===== config.mk =====
export PLATFORM = sky130hd
export DESIGN_NAME = in_cell_bank
export DESIGN_NICKNAME = d
export VERILOG_FILES = /design/src/rtl/in_cell_pkg.sv /design/src/rtl/in_cell_chan.sv /design/src/rtl/in_cell_bank.sv
export SDC_FILE = /design/constraint.sdc
export NUM_CORES = 1
export LEC_CHECK = 0
export CORE_AREA = 2 2 61 63
export DETAILED_ROUTE_END_ITERATION = 8
export DIE_AREA = 0 0 63 65
export DONT_BUFFER_PORTS = 1
export PLACE_DENSITY = 0.55
export SYNTH_ARGS = -nofsm -noshare
export SYNTH_HDL_FRONTEND = slang
export SYNTH_SLANG_ARGS = --single-unit

===== constraint.sdc =====
create_clock -name IQC -period 0.9 [get_ports IQC]
set_clock_uncertainty 0.15 [all_clocks]
set_input_delay 0.045 -clock IQC [delete_from_list [all_inputs] [get_ports IQC]]
set_output_delay 0.045 -clock IQC [all_outputs]
set_load 0.005 [all_outputs]

===== src/rtl/in_cell_pkg.sv =====
// Shared definitions for the input cell bank: mode selection, parameter limits,
// and the filter counter width helper.
// Imported by in_cell_bank and in_cell_chan.
package in_cell_pkg;

  typedef enum logic [0:0] {
    MODE_IN_REG  = 1'b0,
    MODE_IN_BUFF = 1'b1
  } mode_e;

  localparam string MODE_STR_REG  = "IN_REG";
  localparam string MODE_STR_BUFF = "IN_BUFF";

  localparam int WIDTH_MIN = 1;
  localparam int WIDTH_MAX = 64;
  localparam int SYNC_MIN  = 1;
  localparam int SYNC_MAX  = 4;
  localparam int DEPTH_MIN = 1;
  localparam int DEPTH_MAX = 15;

  // Counter only ever holds 0..depth-1, but is sized for 0..depth so it cannot wrap.
  function automatic int cnt_width(input int depth);
    return (depth < 1) ? 1 : $clog2(depth + 1);
  endfunction

endpackage


===== src/rtl/in_cell_chan.sv =====
// One input channel: pad synchroniser, stability filter and output flop.
// Latency SYNC_STAGES + effective filter depth edges; no backpressure (IQE freezes filter/output only).
// Filter counters exist only when IN_CELL_BANK_FILTER_EN is defined; otherwise output follows sync every enabled cycle.
module in_cell_chan
  import in_cell_pkg::*;
#(
  parameter int   SYNC_STAGES  = 2,
  parameter int   FILTER_DEPTH = 3,
  parameter logic RESET_BIT    = 1'b0
) (
  input  logic clk_i,
  input  logic rst_i,
  input  logic en_i,
  input  logic pad_i,
  output logic z_o,
  output logic chg_o
);

  if (SYNC_STAGES < SYNC_MIN || SYNC_STAGES > SYNC_MAX) begin : g_bad_sync
    $error("in_cell_chan: SYNC_STAGES out of range");
  end
  if (FILTER_DEPTH < DEPTH_MIN || FILTER_DEPTH > DEPTH_MAX) begin : g_bad_depth
    $error("in_cell_chan: FILTER_DEPTH out of range");
  end

  logic [SYNC_STAGES-1:0] sync_q, sync_d;
  logic [SYNC_STAGES:0]   shift_w;
  logic                   sync_out;
  logic                   z_q, z_d;
  logic                   chg_q, chg_d;

  assign shift_w  = {sync_q, pad_i};
  assign sync_d   = shift_w[SYNC_STAGES-1:0];
  assign sync_out = sync_q[SYNC_STAGES-1];

`ifdef IN_CELL_BANK_FILTER_EN
  localparam int                CW       = cnt_width(FILTER_DEPTH);
  localparam logic [CW-1:0]     CNT_LAST = CW'(FILTER_DEPTH - 1);
  logic [CW-1:0]                cnt_q, cnt_d;
`endif

  // Next-state: count stable disagreeing cycles, commit the sync value once the run is long enough.
  always_comb begin
    z_d   = z_q;
    chg_d = 1'b0;
`ifdef IN_CELL_BANK_FILTER_EN
    cnt_d = cnt_q;
    if (en_i) begin
      if (sync_out != z_q) begin
        if (cnt_q == CNT_LAST) begin
          z_d   = sync_out;
          cnt_d = '0;
          chg_d = 1'b1;
        end else begin
          cnt_d = cnt_q + 1'b1;
        end
      end else begin
        cnt_d = '0;
      end
    end
`else
    if (en_i && (sync_out != z_q)) begin
      z_d   = sync_out;
      chg_d = 1'b1;
    end
`endif
  end

  // Synchroniser shifts every cycle; output and change pulse obey the capture enable via z_d/chg_d.
  always_ff @(posedge clk_i) begin
    if (rst_i) begin
      sync_q <= {SYNC_STAGES{RESET_BIT}};
      z_q    <= RESET_BIT;
      chg_q  <= 1'b0;
    end else begin
      sync_q <= sync_d;
      z_q    <= z_d;
      chg_q  <= chg_d;
    end
  end

`ifdef IN_CELL_BANK_FILTER_EN
  // Filter run-length counter; reset discards any pending transition.
  always_ff @(posedge clk_i) begin
    if (rst_i) begin
      cnt_q <= '0;
    end else begin
      cnt_q <= cnt_d;
    end
  end
`endif

  assign z_o   = z_q;
  assign chg_o = chg_q;

endmodule


===== src/rtl/in_cell_bank.sv =====
// Bank of WIDTH independent input cells (registered+filtered or plain pass-through).
// IN_REG latency SYNC_STAGES + FILTER_DEPTH edges (depth 1 without IN_CELL_BANK_FILTER_EN); IN_BUFF is combinational.
// No backpressure; IQE low freezes output registers and filter counters. Macro: IN_CELL_BANK_FILTER_EN.
module in_cell_bank
  import in_cell_pkg::*;
#(
  parameter int               WIDTH        = 8,
  parameter string            MODE         = "IN_REG",
  parameter int               SYNC_STAGES  = 2,
  parameter int               FILTER_DEPTH = 3,
  parameter logic [WIDTH-1:0] RESET_VAL    = '0
) (
  input  logic             IQC,
  input  logic             QRT,
  input  logic             IQE,
  input  logic [WIDTH-1:0] in_pad,
  output logic [WIDTH-1:0] IQZ,
  output logic [WIDTH-1:0] IQZ_CHG
);

  localparam mode_e MODE_SEL = (MODE == MODE_STR_BUFF) ? MODE_IN_BUFF : MODE_IN_REG;

  if (WIDTH < WIDTH_MIN || WIDTH > WIDTH_MAX) begin : g_bad_width
    $error("in_cell_bank: WIDTH out of range");
  end
  if (MODE != MODE_STR_REG && MODE != MODE_STR_BUFF) begin : g_bad_mode
    $error("in_cell_bank: MODE must be IN_REG or IN_BUFF");
  end
  if (SYNC_STAGES < SYNC_MIN || SYNC_STAGES > SYNC_MAX) begin : g_bad_sync
    $error("in_cell_bank: SYNC_STAGES out of range");
  end
  if (FILTER_DEPTH < DEPTH_MIN || FILTER_DEPTH > DEPTH_MAX) begin : g_bad_depth
    $error("in_cell_bank: FILTER_DEPTH out of range");
  end

  if (MODE_SEL == MODE_IN_BUFF) begin : g_buff
    // Pure pass-through: clock, reset and enable have no effect in this mode.
    logic unused_ctl;
    assign unused_ctl = ^{IQC, QRT, IQE};
    assign IQZ        = in_pad;
    assign IQZ_CHG    = '0;
  end else begin : g_reg
    for (genvar i = 0; i < WIDTH; i++) begin : g_chan
      in_cell_chan #(
        .SYNC_STAGES (SYNC_STAGES),
        .FILTER_DEPTH(FILTER_DEPTH),
        .RESET_BIT   (RESET_VAL[i])
      ) u_chan (
        .clk_i(IQC),
        .rst_i(QRT),
        .en_i (IQE),
        .pad_i(in_pad[i]),
        .z_o  (IQZ[i]),
        .chg_o(IQZ_CHG[i])
      );
    end
  end

endmodule

-- Word level (Yosys, flattened, before mapping)
Cells that the tools add are included.
- register bits: 32
- latch bits: 0
- bits in writable memories: 0
- memory bits (read-only): 0
- input port bits: 11
- output and inout bits: 16
- word-level logic and storage cells: 48
- memories: 0
- add/sub/neg operators: 0
- multiply operators: 0
- div/mod/pow operators: 0
- $lt $le $gt $ge: 0
- eq/ne operators: 8
- shifts and indexed selects: 0
- muxes and demuxes: 8
- bitwise logic cells: 0
- reductions and logical operators: 8
- operators by type and width (kind ; number):
    $logic_and A1 B1 Y1 ; 8
    $mux W1 ; 8
    $ne A1 B1 Y1 ; 8

-- Depth between registers and ports, before layout
Gate-level depths: netlist of run 1.
- depth after elaboration: 3
- depth in mapped cells: 4
- mapped depth without buffers: 2

-- By module
Synthesis of run 1 repeated with hierarchy kept, for this count alone.
- cells, all modules: 80
- area total of the unflattened synthesis: 1021.0 µm²
- modules (own cells, without submodules) (module ; instances ; cells an instance ; area each (µm²) ; sequential area each (µm²)):
    in_cell_chan ; 8 ; 10 ; 127.6 ; 80.1

-- Least setup slack after synthesis of run 1
No wires, ideal clock.
- path type: reg-to-reg
- start: register g_reg.g_chan[5].u_chan.z_q
- end: register g_reg.g_chan[5].u_chan.chg_q
- library setup time: 0.119 ns
- arrival time: 0.578 ns
- data required time: 0.631 ns
- slack: 0.054 ns
- stages on the path, launching flop included: 3
- path buffers: 0
- period minus slack after synthesis: 0.846 ns
- cell sequence: dfxtp_1 xnor2_1 nor2_4
- longest elaborated chain between the ends: 3
- RTL lines (element ; line ; text):
    start, declared ; in_cell_chan.sv:29 ; logic z_q, z_d;
    start signal, assigned ; in_cell_chan.sv:77 ; z_q <= z_d;
    $ne A1 B1 Y1 ; in_cell_chan.sv:62 ; if (en_i && (sync_out != z_q)) begin
    $logic_and A1 B1 Y1 ; in_cell_chan.sv:62 ;
    $mux W1 ; in_cell_chan.sv:62 ;
    end signal, assigned ; in_cell_chan.sv:78 ; chg_q <= chg_d;
    end, declared ; in_cell_chan.sv:30 ; logic chg_q, chg_d;
Every way passes these cells.
A chain may end at the register's enable or synchronous reset.

-- Final worst setup path of run 1
- start: register g_reg.g_chan[5].u_chan.z_q
- end: output port IQZ[5]
- RTL lines (element ; line ; text):
    end, declared ; in_cell_bank.sv:17 ; output logic [WIDTH-1:0] IQZ,
No word-level cell between the ends.

==> results of run 1 <==
==> what timing repair did <==
| item | 4_1_cts | 5_1_grt |
|---|---|---|
| setup buffers | 0 | 0 |
| pin swaps | 0 | 0 |
| gates resized for setup | 9 | 9 |
| setup endpoints to repair | 8 | 16 |
| endpoints found under the hold margin | 32 | 24 |
==> synthesized netlist by cell type <==
library cell | n | area share
dfxtp_1 | 32 | 0.56
buf_4 | 16 | 0.11
nor2b_1 | 14 | 0.077
mux2i_1 | 8 | 0.070
nor2_1 | 8 | 0.026
xnor2_1 | 8 | 0.061
nor2_2 | 7 | 0.038
and2b_1 | 2 | 0.013
buf_2 | 2 | 0.0088
buf_6 | 2 | 0.020
nand2b_2 | 1 | 0.0077
nor2_4 | 1 | 0.0099
==> how the worst max path moves through the flow <==
stage	startpoint	slack, ps	end
final	g_reg.g_chan[5].u_chan.z_o$_SDFFE_PP0P_	-80	IQZ[5]
after floorplan	g_reg.g_chan[5].u_chan.z_o$_SDFFE_PP0P_	50	g_reg.g_chan[5].u_chan.chg_o$_SDFF_PP0_
after global routing	g_reg.g_chan[5].u_chan.z_o$_SDFFE_PP0P_	-140	IQZ[5]
after global placement	g_reg.g_chan[5].u_chan.z_o$_SDFFE_PP0P_	40	g_reg.g_chan[5].u_chan.chg_o$_SDFF_PP0_
after CTS	g_reg.g_chan[5].u_chan.z_o$_SDFFE_PP0P_	-110	IQZ[5]
after detailed placement	g_reg.g_chan[5].u_chan.z_o$_SDFFE_PP0P_	20	g_reg.g_chan[5].u_chan.chg_o$_SDFF_PP0_
==> cells by family after synthesis <==
group / count (synthesis) / share of synthesized area
AND/OR/NAND/NOR: 33 / 0.172
flip-flops: 32 / 0.562
buffers and inverters: 20 / 0.134
XOR/XNOR: 8 / 0.0615
multiplexers: 8 / 0.0703
==> state kept, by name (all words and copies together) (netlist names) <==
name,cells
g_reg.g_chan.u_chan.sync_q,16
g_reg.g_chan.u_chan.chg_o,8
g_reg.g_chan.u_chan.z_o,8
==> report_power, final <==
group,switching (mW),leakage [nW],internal (mW),total (mW)
Clock,0.431,0.0374,0.442,0.873
Sequential,0.0265,0.270,1.46,1.49
Combinational,0.0373,0.172,0.0755,0.113
Total,0.494,0.479,1.98,2.48
==> metal layers <==
metal	up-vias	track usage	part of all wire
met1	242	0.0861	0.43
met5	-	0	0
li1	288	-	-
met3	7	0.0417	0.082
met2	24	0.113	0.44
met4	0	0.125	0.047
==> cell type report <==
cell class	instances	area (sq um)	area share
multi-input cells	49	347	0.282
repair buffers	9	91.3	0.0744
flip-flops and latches	32	664	0.541
clock buffers	7	65.1	0.0530
well taps	48	60.1	0.0489
==> impl_results.md, run 1 <==
* Non-filler instance count after layout at roughly 150
* Pre-CTS setup slack at 18.2 ps
* Number of global-route vias before repair at about 540
* Crit path kind: reg -> out
* Drc violations at 0
* Startpoint class of the critical path: flip-flop
* Post-synth cell types at 12
* Post-Route Utilization at 0.351
* Worst R2R End: g_reg.g_chan[5].u_chan.chg_o$_SDFF_PP0_
* TritonCTS Sinks at 32
* Setup tns final at -80.1 ps
* First drt pass iteration count at 3
* Maximum clock frequency at about 1000 MHz
* CP top delay family: flip-flops
* Synth Area per Inst at around 11 sq um
* Slew @ Worst Pin at between 200 and 300 ps
* N_diodes at 0
* Root Driver: clkbuf_4
* Filler cells at 360
* Final setup margin at -80.1 ps
* Vias per cell at ~3.9
* Critical path data required time at ~700 ps
* Yosys reg bits at 32
* Critical path fanouts, max at 3
* Total global routing overflow at 0
* I/O Buffers at 0
* Largest net degree at the start of global routing at 26
* Core area at around 3500 sq um
* Final nets at approximately 110
* Buf+Inv Stages, Crit Path at 1
* Initial antenna violation count at 0
* CP max-delay cell: dfxtp_2
* FP Rows at 22
* Die ar. at ~4100 sq um
* Tmin final at 980 ps
* Commonest non-fill, non-tap cell in the layout: dfxtp_1
* Clock transition at the registers of the reported paths at 90 ps
* Period utilization at 1.09
* Share of layout cells above drive strength 1 at 0.330
* HP Start: QRT
* Pwr per Cell Area at 2020 nW/um^2
* YS warnings at 0
* Hold Path End: g_reg.g_chan[4].u_chan.z_o$_SDFFE_PP0P_
* Die width at around 63 um
* Unrepaired setup endpoints after global routing: yes
* Setup Viol. Count Final at 1
* CP peak stage delay at about 370 ps
* FF-to-FF path depth at 2
* Max cap viols at 0
* DR vias at between 500 and 600
* Final ANT Viol Nets at 0
* Gpl congestion at between 0.6 and 0.7
* Post-CTS Hold Buffers at 8
* Overall Global Routing Usage at 0.0870
* Placed cell area at about 1100 sq um
* Syn Nets at 112
* Detailed Route Iter0 Violations at 24
* Hold path depth at 1
* Critical Path Sink Type: output port
* Tot Pwr at 2.48 mW
* Final HPWL DP at between 1 and 1.5 mm
* Seq/Total Area, Yosys at 0.562
* Hold crit path type: in -> reg
* Initial Util at 0.326
* Dpl cells at 130
* Ports at 27
* Skew-Pair Late Insertion Delay at a little over 300 ps
* Synthesized cell area at 1140 sq um
* Commonest non-fill, non-tap cells in the layout: dfxtp_1 (17), nor2b_1 (14), dfxtp_2 (13)
* R2r setup slk at approximately 10 ps
* Drt total wl at around 1.5 mm
* Cell chain of the critical path: buf_6
* Outcome: finished with violations
* Post-Syn Instances at around 100
* Critical R2R Launch: g_reg.g_chan[5].u_chan.z_o$_SDFFE_PP0P_
* Drt wl/cell at roughly 10 um
* Max H-tree Level at 2
* Failing checks: negative hold slack, negative setup slack
* Slew HR at 0.804
* VDD IR max at between 0.0006 and 0.0007 V
* Fin area at 1230 sq um
* Final Hold Viols at 24
* Final slew viol count at 0
* Worst-case clock buffer depth at 2
* Leakage power at roughly 0.48 nW
* Area growth syn-to-layout at 7.68%
* Global-route wire length before repair at between 2 and 2.5 mm
* Worst EP arrival at approximately 790 ps
* CTS buffer count at 5
* Number of cells on the critical path at 1
* Worst hold margin at -378 ps
* TritonCTS clock tree: yes
* Die height at approximately 65 um
No activity file was read; power rests on OpenSTA's default activity.
==> run 2, diff against run 1 <==
--- a/config.mk
+++ b/config.mk
@@ -9,7 +9,8 @@
 export DETAILED_ROUTE_END_ITERATION = 8
 export DIE_AREA = 0 0 63 65
 export DONT_BUFFER_PORTS = 1
-export PLACE_DENSITY = 0.55
+export PLACE_DENSITY = 0.53
+export SETUP_SLACK_MARGIN = 0.02
 export SYNTH_ARGS = -nofsm -noshare
 export SYNTH_HDL_FRONTEND = slang
 export SYNTH_SLANG_ARGS = --single-unit
==> constraint.sdc (replaced) <==
create_clock -name IQC -period 1 [get_ports IQC]
set_clock_uncertainty 0.15 [all_clocks]
set_input_delay 0.05 -clock IQC [delete_from_list [all_inputs] [get_ports IQC]]
set_output_delay 0.05 -clock IQC [all_outputs]
set_load 0.005 [all_outputs]
==> run 2 against run 1 <==
Total power is 12% lower. Utilization decreased by 1.0 points. Combinational power shrank 13%. Non-clock buffer count shrank 1. Global-route usage up 0.63 points. Cell area decreased by 3.0%. Cell count unchanged. Sequential power shrank 10%. First-iteration DRC count shrank 50%. Hold slack gained 6.0 ps. The run ends with negative hold slack left.
==> impl_results.md, run 2 (synthesis gave the netlist of run 1 again) <==
* I/O Buffers at 0 (unchanged)
* Fin area at 1190 sq um (-3.0%)
* Drt wl/cell at 10.7 um (+2.2%)
* Sw Ratio at 0.209 (+0.00923)
* Slew @ Worst Pin at 313 ps (+18.6 ps)
* M3 GR Usage at 0.0660 (+0.0243)
* Setup tns final at 0 ps (+80.1 ps)
* Worst Setup SP: g_reg.g_chan[3].u_chan.z_o$_SDFFE_PP0P_
* Final HPWL DP at 987 um (-1.9%)
* Global-route wire length before repair at 2.68 mm (+7.8%)
* R2r setup slk at 90 ps (+80 ps)
* Placed cell area at 1050 sq um (-0.71%)
* Root Driver: clkbuf_4
* Crit path kind: reg -> out
* Unrepaired setup endpoints after global routing: no
* Net Sw Power at 0.457 mW (-7.4%)
* FF-to-FF path depth at 2 (unchanged)
* Initial antenna violation count at 0 (unchanged)
* Critical path data required time at 800 ps (+100 ps)
* Total global routing overflow at 0 (unchanged)
* Slew HR at 0.792 (-0.0124)
* Crit path capture: IQZ[3]
* Die ar. at 4100 sq um (unchanged)
* FP Rows at 22 (unchanged)
* Met1 global-route usage at 0.0827 (-0.00341)
* Die height at 65 um (unchanged)
* Gpl congestion at 0.600 (-14%)
* First drt pass iteration count at 2 (-1)
* Startpoint class of the critical path: flip-flop
* Largest Register: g_reg.g_chan.u_chan.sync_q
* Tmin final at 922 ps
* Commonest non-fill, non-tap cell in the layout: dfxtp_1
* Failing checks: negative hold slack
* Setup Buffers After CTS at 0 (unchanged)
* Ports at 27 (unchanged)
* Area growth syn-to-layout at 4.50%
* Critical Path Sink Type: output port
* Final nets at 107 (-0.93%)
* Pwr per Cell Area at 1840 nW/um^2 (-8.8%)
* Vias per cell at 3.90 (+0.89%)
* Internal power at 1.73 mW (-13%)
* Core area at 3500 sq um (unchanged)
* Number of global-route vias before repair at 566 (+4.2%)
* Max cap viols at 0 (unchanged)
* Final ANT Viol Nets at 0 (unchanged)
* Worst EP arrival at 720 ps (-70 ps)
* Share of layout cells above drive strength 1 at 0.196 (-0.134)
* Dpl cells at 129 (-0.77%)
* CTS buffer count at 5 (unchanged)
* Comb power frac at 0.045 (about the same)
* Period utilization at 0.922
* Drc violations at 0 (unchanged)
* VDD IR max at 0.000721 V (+10%)
* Skew-Pair Late Insertion Delay at 320 ps (about the same)
* Post-CTS Hold Buffers at 8 (unchanged)
* Worst hold margin at -372 ps (+5.96 ps)
* Critical R2R Launch: g_reg.g_chan[5].u_chan.z_o$_SDFFE_PP0P_
* Overall Global Routing Usage at 0.0933 (+0.00625)
* Hold crit path type: in -> reg
* Drt total wl at 1.55 mm (+2.2%)
* Detailed Route Iter0 Violations at 12 (-50%)
* Final Hold Viols at 24 (unchanged)
* Commonest non-fill, non-tap cells in the layout: dfxtp_1 (28), nor2b_1 (14)
* Worst-case clock buffer depth at 2 (unchanged)
* Maximum clock frequency at ~1100 MHz
* Max reg flops at 16 (unchanged)
* N_diodes at 0 (unchanged)
* Worst R2R End: g_reg.g_chan[5].u_chan.chg_o$_SDFF_PP0_
* Leakage power at 0.462 nW (-3.5%)
* Initial Util at 0.326 (unchanged)
* Largest net degree at the start of global routing at 26 (unchanged)
* Die width at 63 um (unchanged)
* Outcome: finished with violations
* GRT met2 Usage at 0.153 (+0.0399)
* Sequential Power Share at 0.613 (+0.011)
* Non-filler instance count after layout at 145 (unchanged)
* DR vias at 566 (+0.89%)
* TritonCTS clock tree: yes
* TritonCTS Sinks at 32 (unchanged)
* Number of cells on the critical path at 0 (-1)
* Clock transition at the registers of the reported paths at 90 ps (about the same)
* Max H-tree Level at 2 (unchanged)
* Clock power frac at 0.342 (-0.011)
* Final slew viol count at 0 (unchanged)
* Critical path fanouts, max at 3 (unchanged)
* GR peak layer: met2
* Setup Viol. Count Final at 0 (-1)
## run 2: layout make-up
class / instances / area (sq um)
fillers: 362 / 2300
flip-flops and latches: 32 / 646
multi-input cells: 49 / 347
repair buffers: 8 / 80.1
well taps: 48 / 60.1
clock buffers: 8 / 58.8
## run 2: routing by layer
metal	wire length, um	part of all wire	up-vias
met5	0	0	-
met4	47	0.030	0
met3	141	0.091	5
met2	725	0.47	20
met1	638	0.41	256
li1	-	-	285
## run 2: worst min path at each step
stage | start | depth (start not counted) | end | slack, ps
final | QRT | 1 | g_reg.g_chan[6].u_chan.z_o$_SDFFE_PP0P_ | -370
after global placement | QRT | 1 | g_reg.g_chan[2].u_chan.z_o$_SDFFE_PP0P_ | -20
after floorplan | QRT | 1 | g_reg.g_chan[2].u_chan.sync_q[1]$_SDFF_PP0_ | -30
after CTS | QRT | 1 | g_reg.g_chan[5].u_chan.sync_q[1]$_SDFF_PP0_ | -390
after detailed placement | QRT | 1 | g_reg.g_chan[4].u_chan.sync_q[0]$_SDFF_PP0_ | -20
after global routing | QRT | 1 | g_reg.g_chan[4].u_chan.z_o$_SDFFE_PP0P_ | -410
## run 2: power groups by stage
stage | sequential [mW] | clock (mW) | combinational (mW)
4_1_cts | 1.34 | 0.797 | 0.100
3_5_place_dp | 1.37 | 0 | 0.0766
2_1_floorplan | 1.37 | 0 | 0.118
6_report | 1.34 | 0.748 | 0.0987
3_3_place_gp | 1.37 | 0 | 0.0753
5_1_grt | 1.35 | 0.867 | 0.108
## run 2: per-stage QoR
step | utilization | total power, mW | worst slack (ps) | hold slack, ps
after global placement | 0.300 | 1.45 | 119 | -24.8
after floorplan | - | 1.48 | 154 | -28.4
after CTS | 0.339 | 2.24 | 41.4 | -393
after global routing | 0.341 | 2.33 | 21.1 | -411
final | 0.341 | 2.19 | 77.8 | -372
after detailed placement | 0.300 | 1.45 | 105 | -24.1
## run 2: timing repair
item | 4_1_cts | 5_1_grt
hold endpoints to repair | 32 | 24
endpoints found under the setup margin | 0 | 4
gates resized for setup | 0 | 4
